--- config.mk ---
export PLATFORM = sky130hd
export DESIGN_NAME = adbg_or1k_spr_arbiter_flat
export DESIGN_NICKNAME = d
export VERILOG_FILES = /design/src/rtl/adbg_or1k_spr_arbiter_if.sv /design/src/rtl/adbg_or1k_spr_arbiter.sv /design/src/flat_wrapper.sv
export SDC_FILE = /design/constraint.sdc
export NUM_CORES = 1
export LEC_CHECK = 0
export ABC_AREA = 1
export ABC_CLOCK_PERIOD_IN_PS = 7050
export BUFFER_PORTS_ARGS = -buffer_cell sky130_fd_sc_hd__buf_2
export CORE_AREA = 2 2 104 106
export DETAILED_ROUTE_END_ITERATION = 10
export DIE_AREA = 0 0 106 108
export PLACE_DENSITY = 0.81
export SLEW_MARGIN = 20
export SYNTH_ARGS = -nofsm -noshare
export SYNTH_HDL_FRONTEND = slang
export SYNTH_SLANG_ARGS = --single-unit
--- constraint.sdc ---
create_clock -name cpu_clk_i -period 7.05 [get_ports cpu_clk_i]
set_clock_uncertainty 0.1 [all_clocks]
set_input_delay 0.705 -clock cpu_clk_i [delete_from_list [all_inputs] [get_ports cpu_clk_i]]
set_output_delay 0.705 -clock cpu_clk_i [all_outputs]
set_load 0.05 [all_outputs]
--- src/rtl/adbg_or1k_spr_arbiter_if.sv ---
// Bundle of the requester-side and SPR-side signals of the OR1K SPR arbiter.
// The slave modport is the arbiter's view; master is the requesters plus the CPU SPR port.
interface adbg_or1k_spr_arbiter_if #(
  parameter int NREQ = 2
);
  logic [NREQ-1:0]    req_stb_i;
  logic [NREQ-1:0]    req_we_i;
  logic [32*NREQ-1:0] req_addr_i;
  logic [32*NREQ-1:0] req_data_i;
  logic [NREQ-1:0]    req_ack_o;
  logic [NREQ-1:0]    req_err_o;
  logic [31:0]        req_data_o;
  logic [NREQ-1:0]    grant_o;
  logic [31:0]        spr_addr_o;
  logic [31:0]        spr_data_o;
  logic               spr_we_o;
  logic               spr_stb_o;
  logic [31:0]        spr_data_i;
  logic               spr_ack_i;

  modport slave (
    input  req_stb_i, req_we_i, req_addr_i, req_data_i, spr_data_i, spr_ack_i,
    output req_ack_o, req_err_o, req_data_o, grant_o,
           spr_addr_o, spr_data_o, spr_we_o, spr_stb_o
  );

  modport master (
    output req_stb_i, req_we_i, req_addr_i, req_data_i, spr_data_i, spr_ack_i,
    input  req_ack_o, req_err_o, req_data_o, grant_o,
           spr_addr_o, spr_data_o, spr_we_o, spr_stb_o
  );
endinterface

--- src/rtl/adbg_or1k_spr_arbiter.sv ---
// Round-robin arbiter sharing one OR1K SPR port among NREQ debug requesters,
// one transfer at a time, with a watchdog that completes a stuck access with an error.
module adbg_or1k_spr_arbiter #(
  parameter int NREQ    = 2,
  parameter int TIMEOUT = 255,
  parameter int CW      = 8
) (
  input  logic                    cpu_clk_i,
  input  logic                    rst_i,
  adbg_or1k_spr_arbiter_if.slave  bus
);
  localparam int IW = (NREQ > 1) ? $clog2(NREQ) : 1;

  localparam logic [1:0] ST_IDLE   = 2'd0;
  localparam logic [1:0] ST_ACCESS = 2'd1;
  localparam logic [1:0] ST_RESP   = 2'd2;

  logic [1:0]      state;
  logic [IW-1:0]   ptr;
  logic [IW-1:0]   win;
  logic [CW-1:0]   cnt;
  logic            err;
  logic [NREQ-1:0] grant;
  logic [31:0]     spr_addr;
  logic [31:0]     spr_wdata;
  logic            spr_we;
  logic [31:0]     rdata;

  // First pending requester after ptr, wrapping; the nearest offset is evaluated last so it wins.
  function automatic logic [IW-1:0] rr_pick(input logic [NREQ-1:0] stb,
                                            input logic [IW-1:0]   last);
    logic [IW-1:0] pick;
    pick = last;
    for (int k = NREQ; k >= 1; k--) begin
      if (stb[(int'(last) + k) % NREQ]) pick = IW'((int'(last) + k) % NREQ);
    end
    return pick;
  endfunction

  assign win = rr_pick(bus.req_stb_i, ptr);

  always_ff @(posedge cpu_clk_i or posedge rst_i) begin
    if (rst_i) begin
      state     <= ST_IDLE;
      ptr       <= IW'(NREQ - 1);
      cnt       <= '0;
      err       <= 1'b0;
      grant     <= '0;
      spr_addr  <= '0;
      spr_wdata <= '0;
      spr_we    <= 1'b0;
      rdata     <= '0;
    end else begin
      case (state)
        ST_IDLE: begin
          if (|bus.req_stb_i) begin
            grant     <= NREQ'(1) << win;
            ptr       <= win;
            spr_addr  <= bus.req_addr_i[win*32 +: 32];
            spr_wdata <= bus.req_data_i[win*32 +: 32];
            spr_we    <= bus.req_we_i[win];
            cnt       <= '0;
            err       <= 1'b0;
            state     <= ST_ACCESS;
          end
        end
        ST_ACCESS: begin
          // A late ack on the timeout cycle still counts as a normal completion.
          if (bus.spr_ack_i) begin
            rdata <= spr_we ? 32'h0 : bus.spr_data_i;
            state <= ST_RESP;
          end else if (cnt == CW'(TIMEOUT)) begin
            rdata <= 32'h0;
            err   <= 1'b1;
            state <= ST_RESP;
          end else begin
            cnt <= cnt + 1'b1;
          end
        end
        ST_RESP: begin
          grant <= '0;
          err   <= 1'b0;
          state <= ST_IDLE;
        end
        default: state <= ST_IDLE;
      endcase
    end
  end

  assign bus.spr_stb_o  = (state == ST_ACCESS);
  assign bus.req_ack_o  = (state == ST_RESP) ? grant : '0;
  assign bus.req_err_o  = (state == ST_RESP && err) ? grant : '0;
  assign bus.grant_o    = grant;
  assign bus.req_data_o = rdata;
  assign bus.spr_addr_o = spr_addr;
  assign bus.spr_data_o = spr_wdata;
  assign bus.spr_we_o   = spr_we;
endmodule

--- src/flat_wrapper.sv ---
// flat-port wrapper written by rule: the top's interface ports become plain ports
module adbg_or1k_spr_arbiter_flat 
#(
  parameter int NREQ    = 2,
  parameter int TIMEOUT = 255,
  parameter int CW      = 8
)
  (cpu_clk_i, rst_i, bus_req_stb_i, bus_req_we_i, bus_req_addr_i, bus_req_data_i, bus_spr_data_i, bus_spr_ack_i, bus_req_ack_o, bus_req_err_o, bus_req_data_o, bus_grant_o, bus_spr_addr_o, bus_spr_data_o, bus_spr_we_o, bus_spr_stb_o);
  adbg_or1k_spr_arbiter_if #(.NREQ(NREQ)) bus_i ();
  input  logic cpu_clk_i;
  input  logic rst_i;
  input wire logic [$bits(bus_i.req_stb_i)-1:0] bus_req_stb_i;
  input wire logic [$bits(bus_i.req_we_i)-1:0] bus_req_we_i;
  input wire logic [$bits(bus_i.req_addr_i)-1:0] bus_req_addr_i;
  input wire logic [$bits(bus_i.req_data_i)-1:0] bus_req_data_i;
  input wire logic [$bits(bus_i.spr_data_i)-1:0] bus_spr_data_i;
  input wire logic [$bits(bus_i.spr_ack_i)-1:0] bus_spr_ack_i;
  output wire logic [$bits(bus_i.req_ack_o)-1:0] bus_req_ack_o;
  output wire logic [$bits(bus_i.req_err_o)-1:0] bus_req_err_o;
  output wire logic [$bits(bus_i.req_data_o)-1:0] bus_req_data_o;
  output wire logic [$bits(bus_i.grant_o)-1:0] bus_grant_o;
  output wire logic [$bits(bus_i.spr_addr_o)-1:0] bus_spr_addr_o;
  output wire logic [$bits(bus_i.spr_data_o)-1:0] bus_spr_data_o;
  output wire logic [$bits(bus_i.spr_we_o)-1:0] bus_spr_we_o;
  output wire logic [$bits(bus_i.spr_stb_o)-1:0] bus_spr_stb_o;
  assign bus_i.req_stb_i = bus_req_stb_i;
  assign bus_i.req_we_i = bus_req_we_i;
  assign bus_i.req_addr_i = bus_req_addr_i;
  assign bus_i.req_data_i = bus_req_data_i;
  assign bus_i.spr_data_i = bus_spr_data_i;
  assign bus_i.spr_ack_i = bus_spr_ack_i;
  assign bus_req_ack_o = bus_i.req_ack_o;
  assign bus_req_err_o = bus_i.req_err_o;
  assign bus_req_data_o = bus_i.req_data_o;
  assign bus_grant_o = bus_i.grant_o;
  assign bus_spr_addr_o = bus_i.spr_addr_o;
  assign bus_spr_data_o = bus_i.spr_data_o;
  assign bus_spr_we_o = bus_i.spr_we_o;
  assign bus_spr_stb_o = bus_i.spr_stb_o;
  adbg_or1k_spr_arbiter #(.NREQ(NREQ), .TIMEOUT(TIMEOUT), .CW(CW)) u_core (.cpu_clk_i(cpu_clk_i), .rst_i(rst_i), .bus(bus_i));
endmodule
==> impl_results.md <==
* Initial antenna violation count at 1
* Post-DRT Antenna Nets at 0
* Max Cap Violations at 0
* Most frequent cells in the layout: buf_2, nand2_1, dfrtp_1
* WP data required at 7.19 ns
* Num CTS Buffers at 9
* CTS tree: done
* Endpoint type of the worst setup path: register
* Worst setup endpoint: u_core.bus.spr_data_o[9]
* Clock power share at 11.6%
* Number of H-tree levels at 3
* Yosys warning total at 0
* Sw Ratio at 55.2%
* Cells after Synth at 590
* Slack of the worst reg-to-reg path at 4.31 ns
* Fin crit share at 38.9%
* CTS Sinks at 111
* Peak VDD IR at 0.000291 V
* Initial core utilization at 47.8%
* Total GRT Usage at 23.5%
* Die area at 11400 sq um
* Worst-path cell chain: nor2_2 > o21ai_4 > buf_4 > inv_2 > nand2_1 > clkinv_2 > nand2_1 > nand3_1
* Hold Vio Cnt, Final at 0
* P_leak at 3.69 nW
* Core Area at 10200 sq um
* IO Count at 271
* Crit-path slowest cell: clkinv_2
* Drt drc at 0
* CP Launch Type: register
* Mapped cell area at 4890 sq um
* Setup violations, final at 0
* Reg power frac at 31.3%
* Hold_buf cts at 0
* Total Power at 0.00345 W
* Least-Margin Pin Slew at 1.03 ns
* IO buf count at 270
* Hold crit path type: in2async
* Max incr delay on CP at 0.68 ns
* Vias/cell at 4.86
* CTS clk-pin slew, worst paths at 0.11 ns
* Pin count of the biggest net entering global routing at 70
* Tmin final at 2.74 ns
* Skew-Pair Late Insertion Delay at 0.37 ns
* P_sw at 0.00191 W
* Logic pwr share at 57.1%
* Worst r2r path cells at 8
* PwrDens at 532 nW/um^2
* Max-slew violations at 0
* Critical Path Start: u_core.state[1]
* Cell variety after synth at 27
* Chip width at 106 um
* Top cell by count, worst path: nand2_1
* Routed via count at 4788
* Type of the worst setup path: reg2reg
* Seq/Total Area, Yosys at 56.8%
* Post-Syn Nets at 758
* RSZ-0062 raised after global routing: no
* Drt total wl at 13.7 mm
* Status: completed
* Critical path arrival at 2.88 ns
* Normalized max-slew margin at 31.1%
* Total internal power at 0.00154 W
* Worst r2r src: u_core.state[1]
* Layout cell share with drive strength beyond 1 at 35.6%
* Vias in the first global route at 4434
* Post-CTS Setup Inserts at 0
* Drt pass-1 iters at 5
* Post_cts resized at 0
* GP Congestion at 0.838
* Dpl hpwl at 9.90 mm
* WL/cell at 13.9 um
* Area Growth Syn to Fin at 32.5%
* Layout Nets at 1011
* Starting DRC count in detailed routing at 329
* Worst reg2reg path endpoint: u_core.bus.spr_data_o[9]
* CP Max Fanout at 69
* First-pass GRT wire length at 21.3 mm
* Die height at 108 um
* GRT overflow at 0
* Fmax at 365 MHz
* Number of placement rows at 37
* Clock Path Buffers at 2
* Flip-flop and latch count after synthesis at 111
* Most common cell after layout, fill and taps aside: buf_2
* Setup TNS at 0 ns
* CTS root buf: clkbuf_8
* Synth Area per Inst at 8.29 sq um
## area by class of cell
cell class / instances / area [sq um]
timing repair buffer: 273 / 1370
sequential: 111 / 2780
clock inverter: 6 / 72.6
antenna: 1 / 2.50
multi-input combinational: 399 / 1760
inverter: 49 / 188
fill: 933 / 3750
tap: 136 / 170
clock buffer: 10 / 138
## stage by stage
step | hold WS [ns] | instances | cell area (sq um) | worst slack [ns] | util [%]
finish | 0.329 | 985 | 6480 | 4.31 | 63.3
global route | 0.359 | 985 | 6480 | 4.03 | 63.3
CTS | 0.330 | 984 | 6480 | 4.45 | 63.3
detailed placement | 0.376 | 968 | 6270 | 4.29 | 61.2
global placement | 0.374 | 968 | 6270 | 4.31 | 61.2
floorplan | 0.375 | 590 | 4890 | 3.32 | -
## synthesized netlist by cell type, drive strengths merged
library cell  count  area share [%]
nand4             1            0.13
or2               3            0.38
dfstp             1            0.54
nand3           104              11
nand2           230              18
ha                1            0.26
buf              22             3.1
nor2             12             1.1
o22ai             2            0.26
inv              49             3.8
clkbuf            9            0.69
o21ai            41             4.3
nor3              2            0.20
nand3b            1            0.15
o21bai            1            0.15
dfrtp           110              56
xor2              1            0.18
## sequential cells by signal, summed over array words and instances, names as in the netlist
register / cells
u_core.bus.spr_data_o: 32
u_core.bus.spr_addr_o: 32
u_core.bus.req_data_o: 32
u_core.err: 1
u_core.bus.spr_we_o: 1
u_core.state: 2
u_core.bus.grant_o: 2
u_core.cnt: 8
u_core.ptr: 1
## critical path: cells and delay by family (launching register included)
family | cells | cell delay, ns
AOI/OAI and AO/OA | 1 | 0.06
DFF | 1 | 0.49
buffers and inverters | 3 | 1.31
and+or+nand+nor | 4 | 0.61
## logic make-up (layout without fill, tap and decap cells)
| logic type | after synthesis | count (layout) | synth area share [%] |
|---|---|---|---|
| buffers and inverters | 80 | 338 | 7.55 |
| and+or+nand+nor | 353 | 353 | 30.5 |
| AOI/OAI and AO/OA | 44 | 44 | 4.68 |
| xor gates and xnor gates | 1 | 1 | 0.179 |
| DFF | 111 | 111 | 56.8 |
| other | 0 | 1 | 0 |
| adders and majority gates | 1 | 1 | 0.256 |
## worst min-delay path by stage
stage,startpoint,end,slack (ns),depth (start not counted)
global route,rst_i,u_core.bus.spr_data_o[20],0.36,2
CTS,rst_i,u_core.bus.spr_data_o[12],0.33,2
detailed placement,u_core.bus.spr_data_o[23],u_core.bus.spr_data_o[23],0.38,2
finish,rst_i,u_core.bus.spr_data_o[23],0.33,2
global placement,u_core.bus.spr_addr_o[6],u_core.bus.spr_addr_o[6],0.37,2
floorplan,u_core.cnt[6],u_core.cnt[6],0.37,2
## power by group through the flow
stage / Clock (W) / Combinational, W / Sequential [W]
floorplan: 0 / 0.000554 / 0.00204
global placement: 0 / 0.00196 / 0.00108
detailed placement: 0 / 0.00199 / 0.00108
CTS: 0.000413 / 0.00199 / 0.00108
global route: 0.000441 / 0.00210 / 0.00112
finish: 0.000401 / 0.00197 / 0.00108
## metal layers
layer	vias up	wire [um]	global-route usage (%)
li1	2365	-	-
met1	2192	5510	30.2
met2	199	6830	38.6
met3	32	934	6.21
met4	0	439	8.55
met5	-	0	0
Note: power is estimated with default switching activity, not from simulation.
